==> src/rtl/sfu_coef_fetch_if.sv <==
// Request, result and coefficient-ROM port bundle of the SFU coefficient fetch unit.
// master: the surrounding pipeline / ROM side; slave: the fetch unit itself.
interface sfu_coef_fetch_if #(
  parameter int IDX_W = 13,
  parameter int C0_W  = 29,
  parameter int C1_W  = 25,
  parameter int C2_W  = 17,
  parameter int A_W   = 14
);
  logic                          in_valid;
  logic                          in_ready;
  logic [3:0]                    in_opcode;
  logic [IDX_W-1:0]              in_idx;

  logic                          out_valid;
  logic                          out_ready;
  logic [C0_W-1:0]               out_c0;
  logic [C1_W-1:0]               out_c1;
  logic [C2_W-1:0]               out_c2;
  logic [A_W-1:0]                out_a;
  logic                          out_err;

  logic                          rom_en;
  logic [IDX_W+2:0]              rom_addr;
  logic [C0_W+C1_W+C2_W+A_W-1:0] rom_rdata;

  modport master (
    output in_valid, in_opcode, in_idx, out_ready, rom_rdata,
    input  in_ready, out_valid, out_c0, out_c1, out_c2, out_a, out_err,
           rom_en, rom_addr
  );

  modport slave (
    input  in_valid, in_opcode, in_idx, out_ready, rom_rdata,
    output in_ready, out_valid, out_c0, out_c1, out_c2, out_a, out_err,
           rom_en, rom_addr
  );
endinterface

==> src/rtl/sfu_coef_fetch.sv <==
// Pipelined coefficient fetch for the SFU quadratic interpolator.
// Stage A tracks the request whose ROM read is in flight (two beats for SQRT,
// which combines the SQRT and RSQRT banks); stage B is the output register.
// Optional request/error statistics counters: define SFU_COEF_STATS_EN.
//
// state   | meaning
// A_EMPTY | no request in flight
// A_FULL  | ROM data (or error marker) for the held request is ready
// A_SQRT1 | SQRT first beat returned; bank-2 read being issued
module sfu_coef_fetch #(
  parameter int IDX_W       = 13,
  parameter int C0_W        = 29,
  parameter int C1_W        = 25,
  parameter int C2_W        = 17,
  parameter int A_W         = 14,
  parameter int SQRT_C1_SHR = 4,
  parameter int SQRT_C2_SHR = 9
`ifdef SFU_COEF_STATS_EN
  ,
  parameter int CNT_W       = 32
`endif
) (
  input  logic               clk,
  input  logic               rst_n,
  sfu_coef_fetch_if.slave    bus
`ifdef SFU_COEF_STATS_EN
  ,
  input  logic               stat_clr,
  output logic [CNT_W-1:0]   stat_req,
  output logic [CNT_W-1:0]   stat_err
`endif
);

  localparam int RD_W = C0_W + C1_W + C2_W + A_W;
  localparam int AD_W = 3 + IDX_W;

  typedef enum logic [1:0] {A_EMPTY, A_FULL, A_SQRT1} a_state_t;

  a_state_t         a_state;
  logic             a_sqrt;
  logic             a_err;
  logic [IDX_W-1:0] a_idx;
  logic [C0_W-1:0]  sqrt_c0_q;

  logic             b_valid;
  logic [C0_W-1:0]  b_c0;
  logic [C1_W-1:0]  b_c1;
  logic [C2_W-1:0]  b_c2;
  logic [A_W-1:0]   b_a;
  logic             b_err;

  logic             adv;
  logic             accept;
  logic             load;
  logic [2:0]       op_bank;
  logic             op_table;
  logic             op_sqrt;
  logic             op_full_idx;
  logic [IDX_W-1:0] op_idx;
  logic             rom_en_c;
  logic [AD_W-1:0]  rom_addr_c;

  logic [C0_W-1:0]  rd_c0;
  logic [C1_W-1:0]  rd_c1;
  logic [C2_W-1:0]  rd_c2;
  logic [A_W-1:0]   rd_a;
  logic [C1_W-1:0]  sqrt_c1;
  logic [C2_W-1:0]  sqrt_c2;

  assign rd_c0 = bus.rom_rdata[RD_W-1 -: C0_W];
  assign rd_c1 = bus.rom_rdata[C1_W+C2_W+A_W-1 -: C1_W];
  assign rd_c2 = bus.rom_rdata[C2_W+A_W-1 -: C2_W];
  assign rd_a  = bus.rom_rdata[A_W-1:0];

  // SQRT slope terms are scaled-down RSQRT coefficients (arithmetic shift, then truncate).
  assign sqrt_c1 = C1_W'($signed(rd_c0) >>> SQRT_C1_SHR);
  assign sqrt_c2 = C2_W'($signed(rd_c1) >>> SQRT_C2_SHR);

  assign adv          = ~b_valid | bus.out_ready;
  assign bus.in_ready = adv & (a_state != A_SQRT1);
  assign accept       = bus.in_valid & bus.in_ready;
  assign load         = adv & (a_state == A_FULL);

  // Opcode to ROM bank decode; only TANH/SIGMOID tables use the full index.
  always_comb begin
    op_bank     = 3'd0;
    op_table    = 1'b1;
    op_sqrt     = 1'b0;
    op_full_idx = 1'b0;
    case (bus.in_opcode)
      4'd0:      op_bank = 3'd0;
      4'd1:      begin op_bank = 3'd1; op_sqrt = 1'b1; end
      4'd2:      op_bank = 3'd2;
      4'd3:      op_bank = 3'd3;
      4'd4:      op_bank = 3'd4;
      4'd5:      op_bank = 3'd5;
      4'd7, 4'd8: begin op_bank = 3'd6; op_full_idx = 1'b1; end
      default:   op_table = 1'b0;
    endcase
  end

  assign op_idx = op_full_idx ? bus.in_idx : {1'b0, bus.in_idx[IDX_W-2:0]};

  // ROM strobe: accepted table request, or SQRT second beat. Held low in reset.
  always_comb begin
    rom_en_c   = 1'b0;
    rom_addr_c = '0;
    if (a_state == A_SQRT1) begin
      rom_en_c   = 1'b1;
      rom_addr_c = {3'd2, a_idx};
    end else if (accept && op_table) begin
      rom_en_c   = 1'b1;
      rom_addr_c = {op_bank, op_idx};
    end
  end

  assign bus.rom_en   = rom_en_c & rst_n;
  assign bus.rom_addr = bus.rom_en ? rom_addr_c : '0;

  // Stage A: in-flight request tracking and SQRT first-beat capture.
  always_ff @(posedge clk or negedge rst_n) begin
    if (!rst_n) begin
      a_state   <= A_EMPTY;
      a_sqrt    <= 1'b0;
      a_err     <= 1'b0;
      a_idx     <= '0;
      sqrt_c0_q <= '0;
    end else begin
      case (a_state)
        A_SQRT1: begin
          a_state   <= A_FULL;
          sqrt_c0_q <= rd_c0;
        end
        default: begin
          if (accept) begin
            a_state <= op_sqrt ? A_SQRT1 : A_FULL;
            a_sqrt  <= op_sqrt;
            a_err   <= ~op_table;
            a_idx   <= op_idx;
          end else if (adv) begin
            a_state <= A_EMPTY;
          end
        end
      endcase
    end
  end

  // Stage B: output register, loaded from ROM data or the error path.
  always_ff @(posedge clk or negedge rst_n) begin
    if (!rst_n) begin
      b_valid <= 1'b0;
      b_c0    <= '0;
      b_c1    <= '0;
      b_c2    <= '0;
      b_a     <= '0;
      b_err   <= 1'b0;
    end else if (load) begin
      b_valid <= 1'b1;
      if (a_err) begin
        b_c0  <= '0;
        b_c1  <= '0;
        b_c2  <= '0;
        b_a   <= '0;
        b_err <= 1'b1;
      end else if (a_sqrt) begin
        b_c0  <= sqrt_c0_q;
        b_c1  <= sqrt_c1;
        b_c2  <= sqrt_c2;
        b_a   <= rd_a;
        b_err <= 1'b0;
      end else begin
        b_c0  <= rd_c0;
        b_c1  <= rd_c1;
        b_c2  <= rd_c2;
        b_a   <= rd_a;
        b_err <= 1'b0;
      end
    end else if (bus.out_ready) begin
      b_valid <= 1'b0;
    end
  end

  assign bus.out_valid = b_valid;
  assign bus.out_c0    = b_c0;
  assign bus.out_c1    = b_c1;
  assign bus.out_c2    = b_c2;
  assign bus.out_a     = b_a;
  assign bus.out_err   = b_err;

`ifdef SFU_COEF_STATS_EN
  // Accepted-request and error-opcode counters; clear wins over increment.
  always_ff @(posedge clk or negedge rst_n) begin
    if (!rst_n) begin
      stat_req <= '0;
      stat_err <= '0;
    end else if (stat_clr) begin
      stat_req <= '0;
      stat_err <= '0;
    end else begin
      if (accept)              stat_req <= stat_req + CNT_W'(1);
      if (accept && !op_table) stat_err <= stat_err + CNT_W'(1);
    end
  end
`endif

endmodule

==> src/flat_wrapper.sv <==
// flat-port wrapper written by rule: the top's interface ports become plain ports
module sfu_coef_fetch_flat 
#(
  parameter int IDX_W       = 13,
  parameter int C0_W        = 29,
  parameter int C1_W        = 25,
  parameter int C2_W        = 17,
  parameter int A_W         = 14,
  parameter int SQRT_C1_SHR = 4,
  parameter int SQRT_C2_SHR = 9

)
  (clk, rst_n, bus_in_valid, bus_in_opcode, bus_in_idx, bus_out_ready, bus_rom_rdata, bus_in_ready, bus_out_valid, bus_out_c0, bus_out_c1, bus_out_c2, bus_out_a, bus_out_err, bus_rom_en, bus_rom_addr);
  sfu_coef_fetch_if #(.IDX_W(IDX_W), .C0_W(C0_W), .C1_W(C1_W), .C2_W(C2_W), .A_W(A_W)) bus_i ();
  input  logic clk;
  input  logic rst_n;
  input wire logic [$bits(bus_i.in_valid)-1:0] bus_in_valid;
  input wire logic [$bits(bus_i.in_opcode)-1:0] bus_in_opcode;
  input wire logic [$bits(bus_i.in_idx)-1:0] bus_in_idx;
  input wire logic [$bits(bus_i.out_ready)-1:0] bus_out_ready;
  input wire logic [$bits(bus_i.rom_rdata)-1:0] bus_rom_rdata;
  output wire logic [$bits(bus_i.in_ready)-1:0] bus_in_ready;
  output wire logic [$bits(bus_i.out_valid)-1:0] bus_out_valid;
  output wire logic [$bits(bus_i.out_c0)-1:0] bus_out_c0;
  output wire logic [$bits(bus_i.out_c1)-1:0] bus_out_c1;
  output wire logic [$bits(bus_i.out_c2)-1:0] bus_out_c2;
  output wire logic [$bits(bus_i.out_a)-1:0] bus_out_a;
  output wire logic [$bits(bus_i.out_err)-1:0] bus_out_err;
  output wire logic [$bits(bus_i.rom_en)-1:0] bus_rom_en;
  output wire logic [$bits(bus_i.rom_addr)-1:0] bus_rom_addr;
  assign bus_i.in_valid = bus_in_valid;
  assign bus_i.in_opcode = bus_in_opcode;
  assign bus_i.in_idx = bus_in_idx;
  assign bus_i.out_ready = bus_out_ready;
  assign bus_i.rom_rdata = bus_rom_rdata;
  assign bus_in_ready = bus_i.in_ready;
  assign bus_out_valid = bus_i.out_valid;
  assign bus_out_c0 = bus_i.out_c0;
  assign bus_out_c1 = bus_i.out_c1;
  assign bus_out_c2 = bus_i.out_c2;
  assign bus_out_a = bus_i.out_a;
  assign bus_out_err = bus_i.out_err;
  assign bus_rom_en = bus_i.rom_en;
  assign bus_rom_addr = bus_i.rom_addr;
  sfu_coef_fetch #(.IDX_W(IDX_W), .C0_W(C0_W), .C1_W(C1_W), .C2_W(C2_W), .A_W(A_W), .SQRT_C1_SHR(SQRT_C1_SHR), .SQRT_C2_SHR(SQRT_C2_SHR)) u_core (.clk(clk), .rst_n(rst_n), .bus(bus_i));
endmodule
==> config.mk <==
export PLATFORM = sky130hd
export DESIGN_NAME = sfu_coef_fetch_flat
export DESIGN_NICKNAME = d
export VERILOG_FILES = /design/src/rtl/sfu_coef_fetch_if.sv /design/src/rtl/sfu_coef_fetch.sv /design/src/flat_wrapper.sv
export SDC_FILE = /design/constraint.sdc
export NUM_CORES = 1
export LEC_CHECK = 0
export BUFFER_PORTS_ARGS = -buffer_cell sky130_fd_sc_hd__buf_2
export CORE_UTILIZATION = 45
export DETAILED_ROUTE_END_ITERATION = 8
export GPL_TIMING_DRIVEN = 0
export HOLD_SLACK_MARGIN = 0.06
export PLACE_DENSITY_LB_ADDON = 0.08
export SETUP_SLACK_MARGIN = 0.5
export SYNTH_ARGS = -nofsm -noshare
export SYNTH_HDL_FRONTEND = slang
export SYNTH_SLANG_ARGS = --single-unit
==> constraint.sdc <==
create_clock -name clk -period 2.1 [get_ports clk]
set_clock_uncertainty 0.05 [all_clocks]
set_input_delay 0.42 -clock clk [delete_from_list [all_inputs] [get_ports clk]]
set_output_delay 0.42 -clock clk [all_outputs]
set_load 0.005 [all_outputs]
# Yosys cells after proc, flatten, opt, wreduce, memory -nomap -nowiden

Index checks and enable logic that the tools add are counted.

Equal/unequal tests: 10
Multiplexer cells: 24
Bitwise gates (word level): 8
Reductions and logical operators: 7

Operators by type and width:

| kind               | count |
|---|---|
| $mux 29            | 2 |
| $mux 25            | 2 |
| $mux 16            | 3 |
| $mux 17            | 2 |
| $pmux 3 s6         | 1 |
| $mux 14            | 1 |
| $mux 13            | 1 |
| $eq 4x3->1 const B | 3 |
| $eq 4x2->1 const B | 2 |
| $mux 1             | 8 |
| $mux 2             | 4 |
| $reduce_or 8->1    | 1 |
| $and 1x1->1        | 4 |
| $eq 4x1->1 const B | 1 |
| $eq 4x4->1 const B | 1 |
| $logic_not 4->1    | 1 |
| $not 1->1          | 3 |
| $reduce_bool 3->1  | 1 |
| $eq 2x1->1 const B | 1 |
| $eq 2x2->1 const B | 1 |
| $ne 2x2->1 const B | 1 |
| $reduce_and 2->1   | 1 |
| $reduce_bool 2->1  | 1 |
| $reduce_or 2->1    | 1 |
| other kinds (2)    | 2 |

Bits in registers: 133
Input bits: 106
Output and inout bits: 105
Word-level logic and storage cells: 60

# Logic depth before layout (Yosys ltp)

Word-level depth: 9
Mapped depth: 8
Depth with buffers taken out: 4

# Worst setup path before layout

No wires, ideal clock.

Path kind: input-to-output
From: in bus_in_opcode[0]
To: out bus_rom_addr[12]
Data arrival time: 1.326 ns
Required time: 1.630 ns
Setup slack: 0.304 ns
Cell stages on the path: 4
Buffers on the path: 0
Path through: or4b_1 o31ai_1 nand3_1 a21oi_1

Longest elaborated chain between the ends: 8
Elaborated cells between the ends (all ways): 20
Classes of those cells: 7 x eq/ne; 8 x mux; 1 x bitwise; 4 x reduce/logical

Ends and longest elaborated chain:

| element                            | RTL line              | source |
|---|---|---|
| start: declaration                 | flat_wrapper.sv:18    | `input wire logic [$bits(bus_i.in_opcode)-1:0] bus_in_opcode;` |
| $eq 4x2->1 (tied with other cells) | sfu_coef_fetch.sv:90  | `case (bus.in_opcode)` |
| $reduce_or 8->1 (no line)          | --                    |  |
| $mux 1                             | sfu_coef_fetch.sv:90  |  |
| $logic_and 1x1->1                  | sfu_coef_fetch.sv:111 | `end else if (accept && op_table) begin` |
| $mux 1                             | sfu_coef_fetch.sv:111 |  |
| $mux 1                             | sfu_coef_fetch.sv:108 | `if (a_state == A_SQRT1) begin` |
| $and 1x1->1                        | sfu_coef_fetch.sv:117 | `assign bus.rom_en = rom_en_c & rst_n;` |
| $mux 16 *                          | sfu_coef_fetch.sv:118 | `assign bus.rom_addr = bus.rom_en ? rom_addr_c : '0;` |
| end: declaration                   | flat_wrapper.sv:30    | `output wire logic [$bits(bus_i.rom_addr)-1:0] bus_rom_addr;` |

Every way passes the cells marked *; elsewhere a longest branch is shown, timed or not.

# Worst setup path after layout

From: reg u_core.a_state[1]
To: out bus_rom_addr[8]

Longest elaborated chain between the ends: 8
Elaborated cells between the ends (all ways): 11
Classes of those cells: 2 x eq/ne; 5 x mux; 3 x bitwise; 1 x reduce/logical

Ends and longest elaborated chain:

| element                  | RTL line              | source |
|---|---|---|
| start: declaration       | sfu_coef_fetch.sv:39  | `a_state_t a_state;` |
| start signal: assignment | sfu_coef_fetch.sv:136 | `a_state <= op_sqrt ? A_SQRT1 : A_FULL;` |
| $ne 2x2->1               | sfu_coef_fetch.sv:80  | `assign bus.in_ready = adv & (a_state != A_SQRT1);` |
| $and 1x1->1              | sfu_coef_fetch.sv:80  |  |
| $and 1x1->1              | sfu_coef_fetch.sv:81  | `assign accept = bus.in_valid & bus.in_ready;` |
| $logic_and 1x1->1        | sfu_coef_fetch.sv:111 |  |
| $mux 1                   | sfu_coef_fetch.sv:111 |  |
| $mux 1                   | sfu_coef_fetch.sv:108 |  |
| $and 1x1->1              | sfu_coef_fetch.sv:117 |  |
| $mux 16 *                | sfu_coef_fetch.sv:118 |  |

Marked as above.

==> flow_summary.yaml <==
outcome:
  status: "finished with violations"
  violations: "negative setup slack"
pwr:
  combPwrFrac: 0.475
  p_int_mw: 9.76
  power_mw: 15.9
  p_switching_mw: 6.12
  sw_frac_of_total: 0.386
  p_seq_frac: 0.299
  p_leak_nw: 5.09
  clock_power_share: 0.226
  power_density_mw_per_mm2: 1520
  vdd_drop_max_v: 0.000868
global_route:
  antenna_found_initial: 1
  grt_max_degree: 70
  grt.busiest_layer: "met2"
  grt_pass1_vias: 5704
  grt-ovfl-total: 0
  grtUsageTotal: 0.272
  grt_util_met3: 0.0690
  met1_usage: 0.353
  grt_pass1_wl_um: 29700
  use_met2: 0.446
clock_tree:
  cts_num_sinks: 133
  cts_buffers: 17
  htreeDepth: 4
  cts_tree: "yes"
  clockBufferDepth: 2
  clock_latency_ps: 420
  root_buffer: "clkbuf_16"
  clk_pin_slew_ps: 60
yosys:
  muxShareOfSynthArea: 0.120
  synth_xor_area_frac: 0
  yosys.area_share.simple: 0.181
  yosysWarnings: 0
  synth.yosys.seq_area_share: 0.536
  ys_ff_latch: 133
  synthAdderAreaFrac: 0
  synth.distinct_cells: 32
  synthCells: 646
  synth_top_family_by_area: "simple AND/OR/NAND/NOR gates"
  syn_area_mm2: 0.00621
  syn_avg_cell_area_um2: 9.61
  synth_nets: 752
  synth_compound_area_frac: 0.119
routing:
  vias: 5997
  drtAntennaViolNets: 0
  drt_pass1_iterations: 5
  post-route-drc-count: 0
  wl_per_cell_um: 19.6
  routed_wl_um: 21500
  drt_iter0_markers: 325
  vias_per_cell: 5.46
critical_path:
  cp.arrival_ps: 1820
  critPathRequiredTime_ps: 1630
  path_max_fanout: 5
  end_kind: "output pin"
  r2r_start: "u_core.bus.out_valid$_DFFE_PN0P_"
  startpoint: "u_core.a_state[1]$_DFFE_PN0P_"
  crit_type: "register to output pin"
  critPathLaunchType: "register"
timing:
  fin_ws_ps: -187
  finalSetupViolCount: 18
  final_max_slew_viol_count: 0
  grt_setup_unrepaired: "yes"
  post-route-min-period_ps: 2290
  fmax_mhz: 437
  tns_ps: -2540
  whs_ps: 154
  hold_viol: 0
  slew_headroom: 0.663
  tightest_slew_ps: 505
  post-route-period-util: 1.09
placed_design:
  place_congestion: 0.795
  port_buffers: 210
  dp_hpwl_um: 12900
  dp_slack_ps: -421
floorplanning:
  rows: 42
  boundaryPins: 211
  core_area_mm2: 0.0133
  die_w_um: 119
  start_util: 0.465
  die_h_um: 119
  die-area_mm2: 0.0143
layout:
  nets: 1014
  finish.utilization: 0.781
  syn_to_final_growth_pct: 67.9
  drive_gt1_frac: 0.556
  final_cell_mix: "221 x buf_2, 133 x nand2_1, 133 x dfrtp_1"
  final_common_cell: "buf_2"
  nFillCells: 889
min_path:
  holdCritPathClass: "input pin to register"
  min-delay-start: "bus_rom_rdata[59]"
job:
  cap_violations: 0
-- power groups by stage --
stage / Clock, mW / Combinational, mW / Sequential [mW]
CTS: 3.61 / 4.62 / 4.34
global route: 3.75 / 8.03 / 4.87
finish: 3.59 / 7.54 / 4.75
floorplan: 0 / 2.30 / 4.38
global placement: 0 / 4.04 / 4.31
detailed placement: 0 / 4.16 / 4.37
-- final cells by class --
type                    instances  area, um2  share of cell area
plain buffers                  55        508              0.0487
inverters                       4       15.0             0.00144
flip-flops and latches        133       3330               0.319
repair buffers                243       1640               0.157
clock inverters                12        246              0.0236
well taps                     176        220              0.0211
diodes                          1       2.50            0.000240
clock buffers                  20        467              0.0448
multi-input cells             454       4000               0.384
-- state kept, by name, indices dropped and copies added (netlist names) --
name	count
u_core.bus.out_valid	1
u_core.a_sqrt	1
u_core.a_err	1
u_core.bus.out_c0	29
u_core.bus.out_c1	25
u_core.a_idx	13
u_core.bus.out_a	14
u_core.sqrt_c0_q	29
u_core.a_state	2
u_core.bus.out_c2	17
u_core.bus.out_err	1
-- worst paths after layout --
kind | to | slack, ps | cells past startpoint
min in group asynchronous | u_core.bus.out_c1[15]$_DFFE_PN0P_ | 580 | 2
min reg2reg | u_core.sqrt_c0_q[24]$_DFFE_PN0P_ | 420 | 2
max reg2reg | u_core.bus.out_c0[7]$_DFFE_PN0P_ | 380 | 9
max in group asynchronous | u_core.sqrt_c0_q[1]$_DFFE_PN0P_ | 960 | 3
max | bus_rom_addr[8] | -190 | 8
min | u_core.sqrt_c0_q[3]$_DFFE_PN0P_ | 150 | 3
-- per-layer routing --
| layer | wire (um) | up-vias |
|---|---|---|
| met5 | 0 | - |
| met4 | 368 | 0 |
| met3 | 1280 | 32 |
| met2 | 11000 | 198 |
| met1 | 8870 | 3009 |
| li1 | - | 2758 |
-- metrics by stage --
step	cells	area, um2
after detailed placement	1033	7620
after CTS	1083	8740
after floorplan	646	6310
final	1098	10400
after global routing	1098	10400
after global placement	1032	7580
-- Yosys cell counts (all sizes together) --
library cell	count	area, um2
o221ai	1	8.76
a31oi	1	6.26
a32oi	1	8.76
nand2b	16	100
nor4	1	6.26
mux2	3	33.8
mux2i	71	711
nor2	1	3.75
buf	33	174
and2	1	6.26
inv	4	15.0
o31ai	72	541
dfrtp	133	3330
and2b	1	8.76
clkbuf	22	83.8
a211o	1	8.76
nand2	218	818
nand3	26	130
a211oi	1	7.51
nand3b	1	7.51
or4b	1	10.0
and3	2	12.5
a21oi	2	10.0
or2b	1	7.51
nor3	1	5.00
o21ai	30	150
nor2b	1	6.26
-- critical path: stages, from the launching register on --
cell	delay [ps]
dfrtp_1	430
nand2b_4	100
buf_6	110
and3_4	170
buf_8	120
buf_8	130
nand3_1	70
o21ai_1	140
buf_2	130
-- cell families (layout without fill, tap and decap cells) --
logic type	Yosys count	count (layout)
simple gates	271	271
mux	74	74
flops	133	133
buf+inv	59	334
other cells	0	1
compound gates	109	109
-- repair_timing --
action / 4_1_cts / 5_1_grt
pin swaps: 14 / 86
endpoints found under the setup margin: 82 / 125
buffers inserted: 13 / 2
cloned: 2 / 12
gates resized for setup: 62 / 335
hold buffers: 3 / 0
hold endpoints to repair: 64 / 0
Power figures use the tool's default switching activity.
